<file path="src/rtl/vga_pattern_engine.sv">
// Programmable VGA timing generator with a two-stage pixel pipeline producing
// colour bars, checkerboard, gradient or solid colour; pattern switches per frame.
module vga_pattern_engine #(
  parameter int H_ACTIVE    = 640,
  parameter int H_FP        = 16,
  parameter int H_SYNC      = 96,
  parameter int H_BP        = 48,
  parameter int V_ACTIVE    = 480,
  parameter int V_FP        = 10,
  parameter int V_SYNC      = 2,
  parameter int V_BP        = 33,
  parameter int COLOR_BITS  = 4,
  parameter int NUM_BARS    = 4,
  parameter int CHECK_SHIFT = 5,
  parameter bit SYNC_POL    = 1'b0,
  localparam int X_W = $clog2(H_ACTIVE),
  localparam int Y_W = $clog2(V_ACTIVE)
) (
  input  logic                    clk_25,
  input  logic                    rst_n,
  input  logic                    enable,
  input  logic [1:0]              mode,
  input  logic [3*COLOR_BITS-1:0] solid_rgb,
  output logic                    hsync,
  output logic                    vsync,
  output logic                    de,
  output logic [COLOR_BITS-1:0]   red,
  output logic [COLOR_BITS-1:0]   green,
  output logic [COLOR_BITS-1:0]   blue,
  output logic [X_W-1:0]          pixel_x,
  output logic [Y_W-1:0]          pixel_y,
  output logic                    frame_start
);

  localparam int H_TOTAL = H_ACTIVE + H_FP + H_SYNC + H_BP;
  localparam int V_TOTAL = V_ACTIVE + V_FP + V_SYNC + V_BP;
  localparam int HC_W    = $clog2(H_TOTAL);
  localparam int VC_W    = $clog2(V_TOTAL);
  localparam int BAR_W   = H_ACTIVE / NUM_BARS;
  localparam int BP_W    = $clog2(BAR_W + 1);
  localparam int CB      = COLOR_BITS;

  logic [HC_W-1:0]   r_hCnt;
  logic [VC_W-1:0]   r_vCnt;
  logic [1:0]        r_modeQ;
  logic [3*CB-1:0]   r_solidQ;
  logic [2:0]        r_barIdx;
  logic [BP_W-1:0]   r_barPix;

  logic              w_hLast;
  logic              w_vLast;
  logic              w_de;
  logic              w_hsAct;
  logic              w_vsAct;
  logic              w_first;

  logic              r_s1De;
  logic              r_s1Hs;
  logic              r_s1Vs;
  logic              r_s1Fs;
  logic              r_s1En;
  logic [X_W-1:0]    r_s1X;
  logic [Y_W-1:0]    r_s1Y;
  logic [2:0]        r_s1Bar;
  logic [1:0]        r_s1Mode;
  logic [3*CB-1:0]   r_s1Solid;

  logic [2:0]        w_barCode;
  logic              w_chkX;
  logic              w_chkY;
  logic [CB-1:0]     w_gradR;
  logic [CB-1:0]     w_gradG;
  logic [CB-1:0]     w_red;
  logic [CB-1:0]     w_green;
  logic [CB-1:0]     w_blue;

  assign w_hLast = (r_hCnt == HC_W'(H_TOTAL - 1));
  assign w_vLast = (r_vCnt == VC_W'(V_TOTAL - 1));

  always_ff @(posedge clk_25 or negedge rst_n) begin
    if (!rst_n) begin
      r_hCnt <= '0;
      r_vCnt <= '0;
    end else if (w_hLast) begin
      r_hCnt <= '0;
      r_vCnt <= w_vLast ? '0 : r_vCnt + 1'b1;
    end else begin
      r_hCnt <= r_hCnt + 1'b1;
    end
  end

  // Pattern selection only moves on the last pixel of a frame so a frame is never mixed.
  always_ff @(posedge clk_25 or negedge rst_n) begin
    if (!rst_n) begin
      r_modeQ  <= '0;
      r_solidQ <= '0;
    end else if (w_hLast && w_vLast) begin
      r_modeQ  <= mode;
      r_solidQ <= solid_rgb;
    end
  end

  always_ff @(posedge clk_25 or negedge rst_n) begin
    if (!rst_n) begin
      r_barIdx <= '0;
      r_barPix <= '0;
    end else if (w_hLast) begin
      r_barIdx <= '0;
      r_barPix <= '0;
    end else if (r_hCnt < HC_W'(H_ACTIVE)) begin
      if (r_barPix == BP_W'(BAR_W - 1)) begin
        r_barPix <= '0;
        if (r_barIdx != 3'(NUM_BARS - 1)) r_barIdx <= r_barIdx + 1'b1;
      end else begin
        r_barPix <= r_barPix + 1'b1;
      end
    end
  end

  assign w_de    = (r_hCnt < HC_W'(H_ACTIVE)) && (r_vCnt < VC_W'(V_ACTIVE));
  assign w_hsAct = (r_hCnt >= HC_W'(H_ACTIVE + H_FP)) &&
                   (r_hCnt <  HC_W'(H_ACTIVE + H_FP + H_SYNC));
  assign w_vsAct = (r_vCnt >= VC_W'(V_ACTIVE + V_FP)) &&
                   (r_vCnt <  VC_W'(V_ACTIVE + V_FP + V_SYNC));
  assign w_first = (r_hCnt == '0) && (r_vCnt == '0);

  always_ff @(posedge clk_25 or negedge rst_n) begin
    if (!rst_n) begin
      r_s1De    <= 1'b0;
      r_s1Hs    <= 1'b0;
      r_s1Vs    <= 1'b0;
      r_s1Fs    <= 1'b0;
      r_s1En    <= 1'b0;
      r_s1X     <= '0;
      r_s1Y     <= '0;
      r_s1Bar   <= '0;
      r_s1Mode  <= '0;
      r_s1Solid <= '0;
    end else begin
      r_s1De    <= w_de;
      r_s1Hs    <= w_hsAct;
      r_s1Vs    <= w_vsAct;
      r_s1Fs    <= w_first;
      r_s1En    <= enable;
      r_s1X     <= X_W'(r_hCnt);
      r_s1Y     <= Y_W'(r_vCnt);
      r_s1Bar   <= r_barIdx;
      r_s1Mode  <= r_modeQ;
      r_s1Solid <= r_solidQ;
    end
  end

  assign w_barCode = ~r_s1Bar;

  // Small rasters may have fewer coordinate bits than the pattern needs; missing bits read as 0.
  if (CHECK_SHIFT < X_W) begin : gen_chkX
    assign w_chkX = r_s1X[CHECK_SHIFT];
  end else begin : gen_chkXZero
    assign w_chkX = 1'b0;
  end

  if (CHECK_SHIFT < Y_W) begin : gen_chkY
    assign w_chkY = r_s1Y[CHECK_SHIFT];
  end else begin : gen_chkYZero
    assign w_chkY = 1'b0;
  end

  if (X_W >= CB) begin : gen_gradX
    assign w_gradR = r_s1X[X_W-1 -: CB];
  end else begin : gen_gradXPad
    assign w_gradR = {r_s1X, {(CB - X_W){1'b0}}};
  end

  if (Y_W >= CB) begin : gen_gradY
    assign w_gradG = r_s1Y[Y_W-1 -: CB];
  end else begin : gen_gradYPad
    assign w_gradG = {r_s1Y, {(CB - Y_W){1'b0}}};
  end

  always_comb begin
    w_red   = '0;
    w_green = '0;
    w_blue  = '0;
    if (r_s1De && r_s1En) begin
      case (r_s1Mode)
        2'd0: begin
          w_red   = {CB{w_barCode[2]}};
          w_green = {CB{w_barCode[1]}};
          w_blue  = {CB{w_barCode[0]}};
        end
        2'd1: begin
          w_red   = {CB{w_chkX ^ w_chkY}};
          w_green = {CB{w_chkX ^ w_chkY}};
          w_blue  = {CB{w_chkX ^ w_chkY}};
        end
        2'd2: begin
          w_red   = w_gradR;
          w_green = w_gradG;
        end
        default: begin
          w_red   = r_s1Solid[3*CB-1 -: CB];
          w_green = r_s1Solid[2*CB-1 -: CB];
          w_blue  = r_s1Solid[CB-1:0];
        end
      endcase
    end
  end

  // Coordinates freeze during blanking so they always name the last visible pixel.
  always_ff @(posedge clk_25 or negedge rst_n) begin
    if (!rst_n) begin
      hsync       <= ~SYNC_POL;
      vsync       <= ~SYNC_POL;
      de          <= 1'b0;
      red         <= '0;
      green       <= '0;
      blue        <= '0;
      pixel_x     <= '0;
      pixel_y     <= '0;
      frame_start <= 1'b0;
    end else begin
      hsync       <= r_s1Hs ? SYNC_POL : ~SYNC_POL;
      vsync       <= r_s1Vs ? SYNC_POL : ~SYNC_POL;
      de          <= r_s1De;
      red         <= w_red;
      green       <= w_green;
      blue        <= w_blue;
      frame_start <= r_s1Fs;
      if (r_s1De) begin
        pixel_x <= r_s1X;
        pixel_y <= r_s1Y;
      end
    end
  end

endmodule

</file>
<file path="config.mk">
export PLATFORM = sky130hd
export DESIGN_NAME = vga_pattern_engine
export DESIGN_NICKNAME = d
export VERILOG_FILES = /design/src/rtl/vga_pattern_engine.sv
export SDC_FILE = /design/constraint.sdc
export NUM_CORES = 1
export LEC_CHECK = 0
export ABC_AREA = 1
export BUFFER_PORTS_ARGS = -buffer_cell sky130_fd_sc_hd__clkbuf_2
export CAP_MARGIN = 20
export CELL_PAD_IN_SITES_DETAIL_PLACEMENT = 1
export CELL_PAD_IN_SITES_GLOBAL_PLACEMENT = 1
export CORE_ASPECT_RATIO = 1.5
export CORE_UTILIZATION = 45
export DETAILED_ROUTE_END_ITERATION = 8
export PLACE_DENSITY = 0.75
export SETUP_SLACK_MARGIN = 0.02
export SLEW_MARGIN = 25
export SYNTH_ARGS = -nofsm -noshare
export SYNTH_HDL_FRONTEND = slang
export SYNTH_SLANG_ARGS = --single-unit
</file>
<file path="constraint.sdc">
create_clock -name clk_25 -period 1.6 [get_ports clk_25]
set_input_delay 0.08 -clock clk_25 [delete_from_list [all_inputs] [get_ports clk_25]]
set_output_delay 0.08 -clock clk_25 [all_outputs]
set_load 0.05 [all_outputs]
</file>
==> results.py, run 1 <==
metrics = {
    "power": {
        "power_uw": 7430,
        "peakVddDrop_mv": 0.792,
        "p_leak_uw": 0.00336,
        "powerDensity_mw_per_mm2": 1140,
    },
    "finish": {
        "multi_input_area_mm2": 0.00167,
        "drive_above_1_share_pct": 29.5,
        "seq_area_mm2": 0.00303,
        "finalInstanceArea_mm2": 0.00654,
        "fin_nets": 627,
        "syn2layout_area_growth_pct": 33.9,
        "antenna_cells": 0,
        "fillCellCount": 1211,
    },
    "detailed_routing": {
        "vias": 3989,
        "ant_nets": 0,
        "drtPass1Iterations": 4,
        "drc": 0,
        "viasPerCell": 5.25,
        "post_drt_wl_per_cell_um": 19.9,
        "drt_wl_total_mm": 15.2,
        "drt-initial-drc-count": 232,
    },
    "synth": {
        "yosysMostFrequentCell": "dfrtp_1",
        "seq_area_frac_synth_pct": 62.0,
        "synth_edf_count": 0,
        "synth-seq-cells": 121,
        "syn_avg_cell_area_um2": 10.1,
        "synth_ff_type": "dfrtp_1",
        "ys_async_sr_fraction_pct": 100,
        "syn_area_mm2": 0.00488,
        "ys_warn_count": 0,
        "yosys.area.top_type_share_pct": 61.0,
        "synth_nets": 507,
        "synth_largest_area_cell": "dfrtp_1",
        "ys_types": 32,
        "ys_top_cells_by_count": "119 x dfrtp_1, 108 x nand2_1, 48 x inv_1",
        "syn_inst": 483,
        "synth_area_leaders": "dfrtp_1 61%, nand2_1 8.3%, nand3_1 4.2%",
    },
    "critical_path": {
        "cpPeakStageDelay_ps": 440,
        "critPathLaunchType": "flop",
        "crit_chain": "inv_2 > nand4_1 > nor2_4 > buf_4 > nand3_2 > nand2_2",
        "cp_slowest_cell": "dfrtp_1",
        "required_ps": 1950,
        "path_max_fanout": 14,
        "path_class": "reg -> reg",
        "worst_ep_arrival_time_ps": 2000,
        "cp-end-kind": "flop",
    },
    "clocking": {
        "cts_sinks": 121,
        "insertion_delay_ps": 420,
        "h-tree-depth": 4,
        "cts_tree": "done",
        "clockRootBuffer": "clkbuf_16",
        "cts_made_buffers": 17,
        "clock_path_buffers": 2,
        "path_clk_slew_ps": 50,
    },
    "global_route": {
        "grt_max_degree": 50,
        "grt_pass1_vias": 4350,
        "antenna_found_initial": 0,
        "grt_overflow": 0,
        "globalRouteTotalUtil_pct": 27.7,
        "grt_pass1_wl_mm": 22.6,
    },
    "timing": {
        "finalHoldViolCount": 0,
        "rsz0062_at_grt": "true",
        "final.period_utilization_pct": 103,
        "slew_headroom_pct": 64.1,
        "finalSetupViolCount": 4,
        "fin_skew_ps": 8.44,
        "fmax_mhz": 605,
        "period_needed_ps": 1650,
        "fin_tns_setup_ps": -93.9,
        "tightest_slew_ps": 539,
        "timing.final.ws_setup_ps": -53.7,
        "drv_slew": 0,
        "hold_ws_ps": 194,
    },
    "die": {
        "initial_utilization_pct": 46.1,
        "die_h_um": 130,
        "core_mm2": 0.0106,
        "die_w_um": 87.1,
        "ioPinCount": 52,
        "die_area_mm2": 0.0113,
        "num_rows": 46,
    },
    "placed_design": {
        "port_buffers": 51,
        "finalWeightedCongestion": 0.823,
        "placed_cell_area_mm2": 0.00548,
        "place_hpwl_mm": 8.73,
    },
    "outcome": {
        "violations": "negative setup slack",
        "status": "finished, violations left",
    },
    "hold_path": {
        "hold_class": "in -> async",
    },
    "flow_run": {
        "cap_viol_max_count": 0,
    },
}
==> repair_timing <==
item                                   in CTS  in global routing
resized for setup                           8                 27
setup buffers                               7                  8
endpoints found under the hold margin      53                  0
gates cloned                                0                  1
setup endpoints to repair                  32                 31
pin swaps                                   2                 14
hold buffers                               16                  0
==> power breakdown <==
| part | total (uW) | switching [uW] | internal, uW |
|---|---|---|---|
| combinational | 217 | 154 | 63.4 |
| sequential | 3090 | 4.96 | 3080 |
| clock | 4130 | 1340 | 2790 |
==> final timing paths <==
kind                            startpoint          end  slack, ps  cells past startpoint
max in group asynchronous            rst_n     r_s1X[6]        760                      3
worst max register to register   r_vCnt[4]  r_solidQ[2]        -50                      6
min in group clk_25                 enable       r_s1En        340                      2
worst min-delay path                 rst_n     r_s1X[2]        190                      2
worst max-delay path             r_vCnt[4]  r_solidQ[2]        -50                      6
worst min register to register      r_s1Vs        vsync        370                      1
==> logic make-up after synthesis <==
kind of cell	share of synthesized area (%)
buffers and inverters	6.04
xor gates and xnor gates	1.61
muxes	3.92
and+or+nand+nor	21.8
DFF	62.0
adders and majority gates	1.79
AOI/OAI and AO/OA	2.74
==> per-stage QoR <==
| stage | utilization [%] | instances | setup slack [ps] |
|---|---|---|---|
| 2_1_floorplan | - | 483 | 122 |
| 5_1_grt | 61.8 | 760 | -103 |
| 3_5_place_dp | 51.7 | 696 | -60.2 |
| 6_report | 61.8 | 760 | -53.7 |
| 3_3_place_gp | 51.7 | 696 | 39.5 |
| 4_1_cts | 60.0 | 751 | 23.0 |
==> layer usage <==
layer	share of wire [%]	global-route usage [%]
met5	0	0
met4	3.3	14.0
met3	2.5	7.77
met2	57	51.0
met1	38	28.1
==> registers in the layout (all words and copies together), names as in the netlist, 8 cells and up <==
name	count
r_s1Y	9
r_s1Solid	12
r_barPix	8
r_hCnt	10
r_vCnt	10
pixel_x	10
r_s1X	10
r_solidQ	12
pixel_y	9
==> layout make-up <==
class                   count  share of cell area (%)
flip-flops and latches    121                    46.3
multi-input cells         292                    25.6
repair buffers            109                    12.1
clock buffers              23                    7.00
inverters                  62                    3.60
well taps                 144                    2.75
clock inverters             9                    2.60
==> placed cells by master, fill, tap and decap left out, drive strengths merged, types with 12 or more instances in the layout <==
cell type,Yosys,layout
dfrtp,119,119
nand4,21,21
o21ai,12,12
mux2,17,17
nand2,110,110
nor2,48,48
dlygate4sd3,0,16
buf,8,42
nand3,43,43
clkbuf,0,74
inv,60,60
==> worst max-delay path, delay by kind of cell (launching register included) <==
kind | cells | cell delay, ps
flops | 1 | 440
buf+inv | 2 | 400
simple gates | 4 | 740
Power figures use the tool's default switching activity.
==> run 2: changes to the inputs <==
Settings changed: TNS_END_PERCENT set to 1.
==> results.py, run 2 (synthesis results as in run 1) <==
metrics = {
    "detailed_routing": {
        "drt-initial-drc-count": 197,
        "drtPass1Iterations": 6,
        "ant_nets": 0,
        "post_drt_wl_per_cell_um": 19.0,
        "vias": 3898,
        "drc": 0,
        "viasPerCell": 5.14,
        "drt_wl_total_mm": 14.4,
    },
    "placed_design": {
        "place_hpwl_mm": 8.73,
        "port_buffers": 51,
        "finalWeightedCongestion": 0.823,
        "dp_cells": 696,
    },
    "timing": {
        "timing.final.ws_setup_ps": -14.4,
        "finalHoldViolCount": 0,
        "final.period_utilization_pct": 101,
        "drv_slew": 0,
        "period_needed_ps": 1610,
        "fmax_mhz": 619,
        "finalSetupViolCount": 1,
        "fin_skew_ps": 10.2,
        "slew_headroom_pct": 64.2,
        "tightest_slew_ps": 538,
        "rsz0062_at_grt": "true",
        "hold_ws_ps": 195,
    },
    "finish": {
        "drive_above_1_share_pct": 28.8,
        "multi_input_area_mm2": 0.00164,
        "final_cell_mix": "119 x dfrtp_1, 102 x nand2_1, 50 x clkbuf_2",
        "syn2layout_area_growth_pct": 33.0,
        "fillCellCount": 1212,
        "reg.largest.list": "r_s1Solid: 12 flops, r_solidQ: 12 flops",
        "seq_area_mm2": 0.00303,
        "mostFrequentLayoutCell": "dfrtp_1",
        "antenna_cells": 0,
        "fin_nets": 626,
        "fin_cells": 759,
    },
    "clocking": {
        "h-tree-depth": 4,
        "insertion_delay_ps": 420,
        "cts_tree": "done",
        "clockRootBuffer": "clkbuf_16",
        "path_clk_slew_ps": 50,
        "cts_made_buffers": 17,
        "clock_path_buffers": 2,
        "cts_sinks": 121,
    },
    "critical_path": {
        "path_max_fanout": 15,
        "cp-end-kind": "flop",
        "critPathLaunchType": "flop",
        "cpPeakStageDelay_ps": 360,
        "required_ps": 1890,
        "cp_num_buf_inv": 1,
        "crit_chain": "ha_2 > nand2_4 > nor2_4 > inv_2 > nor2_8 > nand2_4 > nand2_1 > nand2_2",
        "path_class": "reg -> reg",
        "cp_common_cell": "nand2_4",
        "path_delay_family": "simple AND/OR/NAND/NOR gates",
        "cp_slowest_cell": "dfrtp_1",
        "worst_ep_arrival_time_ps": 1910,
    },
    "die": {
        "die_w_um": 87.1,
        "die_h_um": 130,
        "die_area_mm2": 0.0113,
        "initial_utilization_pct": 46.1,
        "core_mm2": 0.0106,
        "ioPinCount": 52,
        "num_rows": 46,
    },
    "global_route": {
        "antenna_found_initial": 0,
        "grt_pass1_vias": 4350,
        "grt_use_met2_pct": 51.0,
        "grt_max_degree": 50,
        "gr-usage-met3_pct": 7.77,
        "gr-max-usage-layer": "met2",
        "globalRouteTotalUtil_pct": 27.7,
        "grt_pass1_wl_mm": 22.6,
        "gr-usage-met1_pct": 28.1,
        "grt_overflow": 0,
    },
    "power": {
        "powerDensity_mw_per_mm2": 1140,
        "peakVddDrop_mv": 0.736,
        "p_leak_uw": 0.00334,
        "power_uw": 7420,
    },
    "flow_run": {
        "cap_viol_max_count": 0,
    },
    "outcome": {
        "status": "finished, violations left",
        "violations": "negative setup slack",
    },
    "hold_path": {
        "hold_class": "in -> async",
    },
}
[run 2: cell type report]
type	instances	share of cell area, %
clock buffers	23	7.05
clock inverters	9	2.62
inverters	62	3.58
multi-input cells	292	25.3
flip-flops and latches	121	46.6
well taps	144	2.77
repair buffers	108	12.1
[run 2: worst paths after layout]
check,slack (ps),to,depth (start not counted),start
max,-10,r_solidQ[2],8,r_hCnt[1]
min,190,r_s1X[2],2,rst_n
max reg2reg,-10,r_solidQ[2],8,r_hCnt[1]
min reg2reg,370,vsync,1,r_s1Vs
max in group asynchronous,760,r_solidQ[9],3,rst_n
min in group clk_25,340,r_s1En,2,enable
[run 2: per-stage QoR]
| stage | worst slack [ps] | setup TNS (ps) | util (%) | area [um^2] |
|---|---|---|---|---|
| after CTS | 23.0 | 0 | 60.0 | 6350 |
| after floorplan | 122 | 0 | - | 4880 |
| after global placement | 39.5 | 0 | 51.7 | 5480 |
| after global routing | -72.1 | -445 | 61.4 | 6500 |
| final | -14.4 | -14.4 | 61.4 | 6500 |
| after detailed placement | -60.2 | -575 | 51.7 | 5480 |
[run 2: power breakdown]
group | switching, uW | internal (uW) | leakage, uW
sequential | 4.95 | 3080 | 0.00143
clock | 1320 | 2790 | 0.000309
combinational | 153 | 63.3 | 0.00160
total | 1480 | 5930 | 0.00334
[run 2: metal layers]
metal  part of all wire [%]  vias up
met5                      0        -
met4                    3.0        0
met3                    3.2       34
met2                     56      101
met1                     38     1974
li1                       -     1789
[run 2: repair_timing]
action / CTS / global route
gates resized for setup: 8 / 18
endpoints found under the setup margin: 32 / 31
endpoints found under the hold margin: 53 / 0
gates cloned: 0 / 1
hold buffers: 16 / 0
buffers inserted: 7 / 7
pin swaps: 2 / 9
==> run 3: changes to the inputs <==
Settings changed: ABC_AREA 1 to unset, CORE_UTILIZATION 45 to 47.
==> results.py, run 3 <==
metrics = {
    "synth": {
        "muxShareOfSynthArea_pct": 9.90,
        "synth_edf_count": 0,
        "yosysMostFrequentCell": "dfrtp_1",
        "synth_ff_type": "dfrtp_1",
        "yosys.area.top_type_share_pct": 64.0,
        "ys_top_cells_by_count": "119 x dfrtp_1, 32 x mux2_2, 21 x nand2_1",
        "syn_avg_cell_area_um2": 13.3,
        "synth_simple_gate_area_share_pct": 11.3,
        "synth_compound_area_share_pct": 6.30,
        "ys_types": 48,
        "ys_warn_count": 0,
        "synth-xor-area-share_pct": 3.39,
        "synth_nets": 373,
        "synth-seq-cells": 121,
        "synth_top_family_by_area": "simple AND/OR/NAND/NOR gates",
        "syn_area_mm2": 0.00465,
        "seq_area_frac_synth_pct": 65.2,
        "synth_area_leaders": "dfrtp_1 64%, mux2_2 7.8%, xnor2_1 2.1%",
        "syn_inst": 349,
        "ys_async_sr_fraction_pct": 100,
        "synth_largest_area_cell": "dfrtp_1",
        "synthAdderAreaFrac_pct": 1.88,
    },
    "power": {
        "p_leak_uw": 0.00314,
        "power_uw": 7080,
        "power.share.clock_pct": 53.4,
        "switching_power_uw": 1570,
        "p_comb_share_pct": 3.1,
        "seq_power_share_pct": 43.5,
        "p_int_uw": 5510,
        "switching_share_pct": 22.2,
        "peakVddDrop_mv": 0.919,
        "powerDensity_mw_per_mm2": 1120,
    },
    "die": {
        "die_area_mm2": 0.0103,
        "die_w_um": 83.2,
        "num_rows": 44,
        "die_h_um": 124,
        "core_mm2": 0.00963,
        "initial_utilization_pct": 48.3,
        "ioPinCount": 52,
    },
    "detailed_routing": {
        "viasPerCell": 5.57,
        "vias": 3403,
        "drt_wl_total_mm": 14.1,
        "drt-initial-drc-count": 167,
        "drtPass1Iterations": 4,
        "ant_nets": 0,
        "highest_layer": "met4",
        "wl_met2_mm": 7.92,
        "post_drt_wl_per_cell_um": 23.1,
        "drc": 0,
        "m1WireLength_mm": 5.17,
        "dr_wl_met3_um": 493,
    },
    "timing": {
        "final.period_utilization_pct": 146,
        "slew_headroom_pct": 52.6,
        "finalSetupViolCount": 26,
        "fin_skew_ps": 9.76,
        "hold_ws_ps": 135,
        "fmax_mhz": 429,
        "timing.final.ws_setup_ps": -729,
        "drv_slew": 0,
        "finalHoldViolCount": 0,
        "rsz0062_at_grt": "true",
        "period_needed_ps": 2330,
        "tightest_slew_ps": 704,
    },
    "placed_design": {
        "pre_cts_ws_ps": -725,
        "dp_cells": 557,
        "finalWeightedCongestion": 0.838,
        "place_hpwl_mm": 7.89,
        "port_buffers": 51,
    },
    "critical_path": {
        "r2r-start": "r_vCnt[1]",
        "worst_ep_arrival_time_ps": 2620,
        "r2r_slack_ps": -730,
        "critPathLaunchType": "flop",
        "required_ps": 1890,
        "cp-end-kind": "flop",
        "r2r_cells": 7,
        "path_class": "reg -> reg",
        "reg2reg_to": "r_solidQ[4]",
        "path_max_fanout": 6,
    },
    "outcome": {
        "status": "finished, violations left",
        "violations": "negative setup slack",
    },
    "finish": {
        "reg.largest.list": "r_s1Solid: 12 flops, r_solidQ: 12 flops",
        "drive_above_1_share_pct": 41.5,
        "antenna_cells": 0,
        "fin_nets": 507,
        "syn2layout_area_growth_pct": 36.5,
        "fin_cells": 611,
        "mostFrequentLayoutCell": "dfrtp_1",
        "final_cell_mix": "117 x dfrtp_1, 55 x buf_4, 50 x clkbuf_2",
        "finish.utilization_pct": 65.9,
    },
    "hold_path": {
        "hold_class": "in -> async",
    },
    "clocking": {
        "clockRootBuffer": "clkbuf_16",
        "h-tree-depth": 4,
        "cts_sinks": 121,
        "clock_path_buffers": 2,
        "path_clk_slew_ps": 60,
        "cts_tree": "done",
        "insertion_delay_ps": 420,
        "cts_made_buffers": 17,
    },
    "global_route": {
        "grt_max_degree": 51,
        "antenna_found_initial": 0,
        "grt_pass1_vias": 3852,
        "globalRouteTotalUtil_pct": 28.8,
        "grt_overflow": 0,
        "grt_pass1_wl_mm": 21.6,
    },
    "flow_run": {
        "cap_viol_max_count": 0,
    },
}
-- run 3: cell types whose count changed in the layout (fill, tap and decap cells not counted), sizes merged, moves of 4 or more --
cell and change:
xnor2 +11, o21a +4, nand3 -27, inv -51, a21oi +6, nor2 -28, nand2 -89, nor4 +4
mux2 +21, buf +19, nand4 -15
-- run 3: through the flow --
stage / setup TNS [ps] / cell area (um^2)
after floorplan: -13220 / 4650
after global placement: -11160 / 5430
after detailed placement: -13360 / 5430
after CTS: -15000 / 6230
after global routing: -15300 / 6350
final: -14100 / 6350
-- run 3: power groups by stage --
stage / Combinational (uW) / Sequential [uW] / Clock, uW
finish: 218 / 3080 / 3780
global route: 237 / 3080 / 3950
CTS: 222 / 3080 / 3810
global placement: 183 / 3140 / 0
floorplan: 11.9 / 3190 / 0
detailed placement: 188 / 3140 / 0
-- run 3: how the worst max path moves through the flow --
stage                   start      endpoint  slack (ps)  depth (start not counted)
global route        r_vCnt[1]  r_solidQ[11]        -750                          7
global placement    r_vCnt[1]   r_solidQ[4]        -610                          7
finish              r_vCnt[1]   r_solidQ[4]        -730                          7
CTS                 r_vCnt[1]    r_modeQ[1]        -790                          7
floorplan           r_vCnt[0]    r_modeQ[0]        -670                          7
detailed placement  r_vCnt[1]   r_solidQ[4]        -730                          7
-- run 3: final cells by class --
type,count,area [um^2]
clock buffers,20,457
clock inverters,12,125
fillers,913,3290
inverters,9,33.8
multi-input cells,207,1630
flip-flops and latches,121,3030
well taps,115,144
repair buffers,127,931
-- run 3: worst max-delay path: stages, from the launching register on --
cell     delay [ps]
dfrtp_1         400
inv_2           100
ha_4            130
or4b_4          450
or4_4           480
nor2_8          170
buf_12          140
mux2_2          340
-- run 3: logic make-up (layout without fill, tap and decap cells) --
group | Yosys count | count (layout)
DFF | 121 | 121
and+or+nand+nor | 95 | 95
AOI/OAI and AO/OA | 48 | 48
muxes | 39 | 39
buffers and inverters | 21 | 168
xor gates and xnor gates | 18 | 18
adders and majority gates | 7 | 7
-- run 3: timing repair --
item	4_1_cts	5_1_grt
buffers inserted	1	4
hold buffers	16	0
endpoints found under the hold margin	135	0
cloned	0	1
gates resized for setup	12	15
pin swaps	7	7
setup endpoints to repair	35	37
-- run 3: metal layers --
metal / vias to the layer above / GRT usage, %
met5: - / 0
met4: 0 / 15.7
met3: 37 / 6.69
met2: 122 / 53.0
met1: 1754 / 30.5
li1: 1490 / -
